--- src/rtl/bit_serializer_pkg.sv ---
// Shared types and limits for the bit_serializer feeder.
package ser_pkg;

   // Serializer FSM states
   typedef enum logic [1:0] {
      IDLE   = 2'd0,
      SHIFT  = 2'd1,
      PARITY = 2'd2,
      GAP    = 2'd3
   } ser_state_t;

   // Largest supported inter-frame gap and the counter width it needs
   localparam int unsigned SER_MAX_GAP = 15;
   localparam int unsigned SER_GAP_W   = $clog2(SER_MAX_GAP + 1);

endpackage

--- src/rtl/bit_serializer.sv ---
// bit_serializer: parallel word in over valid/ready, MSB-first serial out.
// A one-entry holding register lets the next word queue while the current
// one shifts, so frames can stream back-to-back.
// Optional feature: define BIT_SERIALIZER_PARITY_EN to append an even-parity
// bit to every frame.
module bit_serializer
   import ser_pkg::*;
#(
   parameter int unsigned WIDTH      = 8,
   parameter int unsigned GAP_CYCLES = 0,
   parameter logic        IDLE_LEVEL = 1'b0
) (
   input  logic             clk,
   input  logic             rst,
   input  logic [WIDTH-1:0] data_in,
   input  logic             data_valid,
   output logic             data_ready,
   output logic             ser_out,
   output logic             ser_valid,
   output logic             frame_start,
   output logic             busy
);

   localparam int unsigned            CNT_W       = $clog2(WIDTH);
   localparam logic [CNT_W-1:0]       LP_LAST_BIT = CNT_W'(WIDTH - 1);
   localparam logic [CNT_W-1:0]       LP_CNT_ONE  = CNT_W'(1);
   localparam logic [SER_GAP_W-1:0]   LP_GAP      = SER_GAP_W'(GAP_CYCLES);
   localparam logic [SER_GAP_W-1:0]   LP_GAP_ONE  = SER_GAP_W'(1);
   localparam bit                     LP_HAS_GAP  = (GAP_CYCLES != 0);

   ser_state_t           r_state;
   logic [WIDTH-1:0]     r_hold_data;
   logic                 r_hold_full;
   logic                 r_ready;
   logic [WIDTH-1:0]     r_shift;
   logic [CNT_W-1:0]     r_bit_cnt;
   logic [SER_GAP_W-1:0] r_gap_cnt;
   logic                 r_ser_out;
   logic                 r_ser_valid;
   logic                 r_frame_start;
   logic                 r_busy;
`ifdef BIT_SERIALIZER_PARITY_EN
   logic                 r_parity;
`endif

   logic                 w_accept;
   logic                 w_last_bit;
   logic                 w_frame_end;
   logic                 w_gap_done;
   logic                 w_handoff;
   logic                 w_load;
   logic                 w_hold_nxt;
   logic                 w_busy_nxt;
   ser_state_t           w_state_nxt;

   assign data_ready  = r_ready;
   assign ser_out     = r_ser_out;
   assign ser_valid   = r_ser_valid;
   assign frame_start = r_frame_start;
   assign busy        = r_busy;

   // Handshake, load decision and next-state decode
   always_comb begin
      w_accept   = data_valid && r_ready;
      w_last_bit = (r_state == SHIFT) && (r_bit_cnt == LP_LAST_BIT);
`ifdef BIT_SERIALIZER_PARITY_EN
      w_frame_end = (r_state == PARITY);
`else
      w_frame_end = w_last_bit;
`endif
      w_gap_done = (r_state == GAP) && (r_gap_cnt == LP_GAP);
      // Point where the next frame may start without an idle cycle
      w_handoff  = (w_frame_end && !LP_HAS_GAP) || w_gap_done;
      w_load     = r_hold_full && ((r_state == IDLE) || w_handoff);
      // Accept needs an empty holder and load needs a full one: never both
      w_hold_nxt = w_load ? 1'b0 : (w_accept ? 1'b1 : r_hold_full);

      w_state_nxt = r_state;
      case (r_state)
         IDLE: begin
            if (r_hold_full) w_state_nxt = SHIFT;
         end
         SHIFT: begin
            if (w_last_bit) begin
`ifdef BIT_SERIALIZER_PARITY_EN
               w_state_nxt = PARITY;
`else
               if (LP_HAS_GAP)       w_state_nxt = GAP;
               else if (r_hold_full) w_state_nxt = SHIFT;
               else                  w_state_nxt = IDLE;
`endif
            end
         end
`ifdef BIT_SERIALIZER_PARITY_EN
         PARITY: begin
            if (LP_HAS_GAP)       w_state_nxt = GAP;
            else if (r_hold_full) w_state_nxt = SHIFT;
            else                  w_state_nxt = IDLE;
         end
`endif
         GAP: begin
            if (w_gap_done) w_state_nxt = r_hold_full ? SHIFT : IDLE;
         end
         default: w_state_nxt = IDLE;
      endcase

      w_busy_nxt = (w_state_nxt != IDLE) || w_hold_nxt;
   end

   // Holding register and its registered ready flag
   always_ff @(posedge clk or negedge rst) begin
      if (!rst) begin
         r_hold_data <= '0;
         r_hold_full <= 1'b0;
         r_ready     <= 1'b1;
      end else begin
         if (w_accept) r_hold_data <= data_in;
         r_hold_full <= w_hold_nxt;
         r_ready     <= !w_hold_nxt;
      end
   end

   // FSM with shifter, counters and registered serial outputs
   // The output registers hold the bit being driven in the coming cycle, so
   // the shifter keeps only the bits still to be sent.
   always_ff @(posedge clk or negedge rst) begin
      if (!rst) begin
         r_state       <= IDLE;
         r_shift       <= '0;
         r_bit_cnt     <= '0;
         r_gap_cnt     <= '0;
         r_ser_out     <= IDLE_LEVEL;
         r_ser_valid   <= 1'b0;
         r_frame_start <= 1'b0;
         r_busy        <= 1'b0;
`ifdef BIT_SERIALIZER_PARITY_EN
         r_parity      <= 1'b0;
`endif
      end else begin
         r_state       <= w_state_nxt;
         r_busy        <= w_busy_nxt;
         r_frame_start <= 1'b0;
         if (w_load) begin
            r_shift       <= {r_hold_data[WIDTH-2:0], 1'b0};
            r_bit_cnt     <= '0;
            r_gap_cnt     <= '0;
            r_ser_out     <= r_hold_data[WIDTH-1];
            r_ser_valid   <= 1'b1;
            r_frame_start <= 1'b1;
`ifdef BIT_SERIALIZER_PARITY_EN
            r_parity      <= ^r_hold_data;
`endif
         end else begin
            case (r_state)
               SHIFT: begin
                  if (w_last_bit) begin
`ifdef BIT_SERIALIZER_PARITY_EN
                     r_ser_out   <= r_parity;
                     r_ser_valid <= 1'b1;
`else
                     r_ser_out   <= IDLE_LEVEL;
                     r_ser_valid <= 1'b0;
                     r_gap_cnt   <= LP_GAP_ONE;
`endif
                  end else begin
                     r_ser_out   <= r_shift[WIDTH-1];
                     r_ser_valid <= 1'b1;
                     r_shift     <= {r_shift[WIDTH-2:0], 1'b0};
                     r_bit_cnt   <= r_bit_cnt + LP_CNT_ONE;
                  end
               end
`ifdef BIT_SERIALIZER_PARITY_EN
               PARITY: begin
                  r_ser_out   <= IDLE_LEVEL;
                  r_ser_valid <= 1'b0;
                  r_gap_cnt   <= LP_GAP_ONE;
               end
`endif
               GAP: begin
                  r_ser_out   <= IDLE_LEVEL;
                  r_ser_valid <= 1'b0;
                  if (w_gap_done) r_gap_cnt <= '0;
                  else            r_gap_cnt <= r_gap_cnt + LP_GAP_ONE;
               end
               default: begin
                  r_ser_out   <= IDLE_LEVEL;
                  r_ser_valid <= 1'b0;
               end
            endcase
         end
      end
   end

endmodule

--- config.mk ---
export PLATFORM = sky130hd
export DESIGN_NAME = bit_serializer
export DESIGN_NICKNAME = d
export VERILOG_FILES = /design/src/rtl/bit_serializer_pkg.sv /design/src/rtl/bit_serializer.sv
export SDC_FILE = /design/constraint.sdc
export NUM_CORES = 1
export LEC_CHECK = 0
export ABC_AREA = 1
export BUFFER_PORTS_ARGS = -buffer_cell sky130_fd_sc_hd__buf_2
export CORE_UTILIZATION = 45
export CTS_BUF_LIST = sky130_fd_sc_hd__clkbuf_4
export CTS_CLUSTER_DIAMETER = 100
export CTS_CLUSTER_SIZE = 10
export DETAILED_ROUTE_END_ITERATION = 10
export PLACE_DENSITY_LB_ADDON = 0.1
export SYNTH_ARGS = -nofsm -noshare
export SYNTH_HDL_FRONTEND = slang
export SYNTH_SLANG_ARGS = --single-unit
--- constraint.sdc ---
create_clock -name clk -period 1.5 [get_ports clk]
set_input_delay 0.3 -clock clk [delete_from_list [all_inputs] [get_ports clk]]
set_output_delay 0.3 -clock clk [all_outputs]
set_load 0.01 [all_outputs]
==> impl_metrics.json <==
{
  "leakage_nw": 0.9222,
  "tightestPinTransition_ns": 0.6576,
  "cap_violations": 0,
  "antenna_left": 0,
  "fmax_ghz": 0.6905,
  "clockPowerShare": 0.146,
  "cts_made_buffers": 5,
  "num_io_pins": 16,
  "area_growth_pct": 19.52,
  "cts_sinks": 30,
  "placementRows": 20,
  "slew_headroom": 0.5616,
  "synth_nets": 177,
  "fin_crit_sh": 0.9654,
  "layout_min_cycle_time_ns": 1.448,
  "hpwlAfterDp_um": 1787,
  "ys_seq_area_frac": 0.5190,
  "syn_area_per_cell_um2": 8.944,
  "wl_met2_um": 1233,
  "cp-end-kind": "flip-flop",
  "via_per_inst": 4.774,
  "die-area_mm2": 0.003450,
  "crit_required_ns": 1.77,
  "path_clk_slew_ns": 0.09,
  "n_fill_cell": 302,
  "synth_area_mm2": 0.001449,
  "swShare": 0.3931,
  "die_y_um": 58.74,
  "power.internal_mw": 1.947,
  "register_area_um2": 752.0,
  "routed.top_layer": "met4",
  "nets": 205,
  "holdWs_ns": -0.01082,
  "utilization": 0.5672,
  "crit_fanout": 7,
  "grt_max_degree": 31,
  "r2r_cells": 8,
  "initial_utilization": 0.4746,
  "h-tree-depth": 2,
  "p_seq_frac": 0.407,
  "regToRegStartpoint": "r_bit_cnt[1]",
  "r2r_setup_slack_ns": 0.05,
  "grt_pass1_vias": 1052,
  "cts_buffer_depth": 2,
  "core-area_mm2": 0.003053,
  "totalWireLength_um": 2615,
  "crit_arrival_ns": 1.72,
  "firstDrtPassIters": 4,
  "drc": 0,
  "ctsHoldBuffers": 0,
  "path_class": "reg2reg",
  "finalSetupViolations": 0,
  "wl_met1_um": 1224,
  "ir_drop_v": 0.001153,
  "ys_ff_latch": 30,
  "status": "complete, but fails checks",
  "drt-initial-drc-count": 20,
  "violations": "hold timing",
  "io_buffers": 15,
  "power.density_mw_per_mm2": 1853,
  "drive_gt1_frac": 0.3246,
  "cts_tree": "done",
  "routabilityCongestion": 0.8073,
  "antenna_found_initial": 0,
  "postLayoutCellArea_mm2": 0.001732,
  "root_buffer": "clkbuf_4",
  "grtUsageTotal": 0.1849,
  "critPathSlowestCell": "dfrtp_1",
  "synth_cell_type_count": 25,
  "wl_per_cell_um": 11.13,
  "grt_pass1_wl_um": 4554,
  "crit-reg2reg-capture": "r_gap_cnt[3]",
  "p_sw_mw": 1.261,
  "grt_overflow_total": 0,
  "via_count": 1122,
  "hold_viol": 20,
  "p_comb_frac": 0.447,
  "multiInputGateArea_um2": 623.1,
  "yosys_warnings": 0,
  "synth_cells": 162,
  "rsz0062_at_grt": "true",
  "insertion_delay_ns": 0.33,
  "critPathLaunchType": "flip-flop",
  "maxSlewViolCount": 0,
  "met3_length_um": 109,
  "placed_area_mm2": 0.001582,
  "cp_cell_sequence": "ha_2 > ha_4 > o21ai_4 > nand2_4 > nand2_8 > buf_4 > nand3_1 > nand2_1",
  "critPathMaxStageDelay_ns": 0.40,
  "worstHoldPathType": "in2async",
  "skew_ns": 0.006864,
  "diodes": 0,
  "die_w_um": 58.74
}
-- synthesized netlist by cell type (all sizes together) --
library cell / n / area share
o21ai: 4 / 0.019
nor2: 11 / 0.034
or2: 1 / 0.0043
a21oi: 7 / 0.024
dfrtp: 29 / 0.50
clkbuf: 1 / 0.0026
ha: 4 / 0.035
nand2: 55 / 0.17
xnor2: 1 / 0.0060
nand3: 18 / 0.069
mux2: 2 / 0.016
clkinv: 1 / 0.0035
inv: 19 / 0.049
o21bai: 1 / 0.0052
buf: 5 / 0.037
nand4: 2 / 0.0086
dfstp: 1 / 0.018
-- state kept, by name, summed over array words and instances (netlist names) --
name	count
ser_out	1
frame_start	1
r_state	2
data_ready	1
ser_valid	1
r_gap_cnt	4
busy	1
r_hold_full	1
r_shift	7
r_bit_cnt	3
r_hold_data	8
-- what timing repair did --
action,CTS,global route
gates cloned,1,0
setup buffers,3,0
gates resized for setup,3,11
setup endpoints to repair,17,15
pin swaps,2,5
-- how the worst max path moves through the flow --
stage                   endpoint  cells past startpoint    startpoint
floorplan             r_shift[2]                      9  r_bit_cnt[0]
global placement      r_shift[2]                      8  r_bit_cnt[0]
detailed placement    r_shift[3]                      8  r_bit_cnt[0]
CTS                   r_shift[5]                      9  r_bit_cnt[0]
global route          r_shift[5]                      9  r_bit_cnt[1]
finish              r_gap_cnt[3]                      8  r_bit_cnt[1]
-- worst max-delay path: cells and delay by family (launching register included) --
| kind | cells | cell delay (ns) |
|---|---|---|
| buffers and inverters | 1 | 0.14 |
| and+or+nand+nor | 4 | 0.31 |
| adders and majority gates | 2 | 0.38 |
| DFF | 1 | 0.40 |
| AOI/OAI and AO/OA | 1 | 0.16 |
-- layer usage --
layer  vias to the layer above  global-route usage
li1                        564                   -
met1                       532              0.2238
met2                        21              0.2873
met3                         5             0.07912
met4                         0             0.08163
met5                         -                   0
-- logic make-up (layout without fill, tap and decap cells) --
group / count (synthesis) / count (layout) / share of synthesized area
and+or+nand+nor: 87 / 88 / 0.2841
DFF: 30 / 30 / 0.5190
buffers and inverters: 26 / 54 / 0.09239
AOI/OAI and AO/OA: 12 / 12 / 0.04836
adders and majority gates: 4 / 4 / 0.03454
muxes: 2 / 2 / 0.01554
xor gates and xnor gates: 1 / 1 / 0.006046
-- stage by stage --
stage	setup slack [ns]	total power [mW]	hold WS [ns]	cells	TNS, ns
floorplan	0.01082	2.254	0.004409	162	0
detailed placement	-0.09127	2.564	0.3679	223	-0.6302
global route	-0.03305	3.497	0.02884	235	-0.09185
finish	0.05185	3.209	-0.01082	235	0
CTS	0.01909	3.144	0.003069	235	0
global placement	-0.03464	2.533	0.3661	223	-0.2489
-- power by group through the flow --
stage               registers, mW  clock network (mW)  logic (mW)
CTS                          1.30               0.485        1.36
finish                       1.31               0.469        1.43
global route                 1.34               0.513        1.65
detailed placement           1.30                   0        1.27
global placement             1.29                   0        1.24
floorplan                    1.27                   0       0.981
-- layout by cell type (no fill, tap or decap) --
master	synthesis	routed
a21oi_1	7	7
buf_2	0	15
buf_4	3	8
buf_6	1	3
clkbuf_4	0	6
clkinv_1	0	1
clkinv_2	1	2
dfrtp_1	29	29
dfstp_2	1	1
ha_1	4	1
ha_2	0	2
ha_4	0	1
inv_1	18	17
inv_2	1	1
inv_4	0	1
mux2_2	2	2
nand2_1	46	46
nand2_2	6	6
nand2_4	3	3
nand2_8	0	1
nand3_1	16	14
nand3_2	2	4
nand4_1	2	2
nor2_1	8	8
nor2_2	3	2
nor2_4	0	1
o21ai_0	2	2
o21ai_2	2	1
o21ai_4	0	1
o21bai_1	1	1
or2_2	1	1
xnor2_1	1	1
-- area by class of cell --
class / count / area share
Clock buffer: 6 / 0.02601
Clock inverter: 2 / 0.005058
Multi-Input combinational cell: 107 / 0.3598
Tap cell: 44 / 0.03179
Sequential cell: 30 / 0.4342
Inverter: 20 / 0.04552
Timing Repair Buffer: 26 / 0.09754
Note: power is estimated with default switching activity, not from simulation.
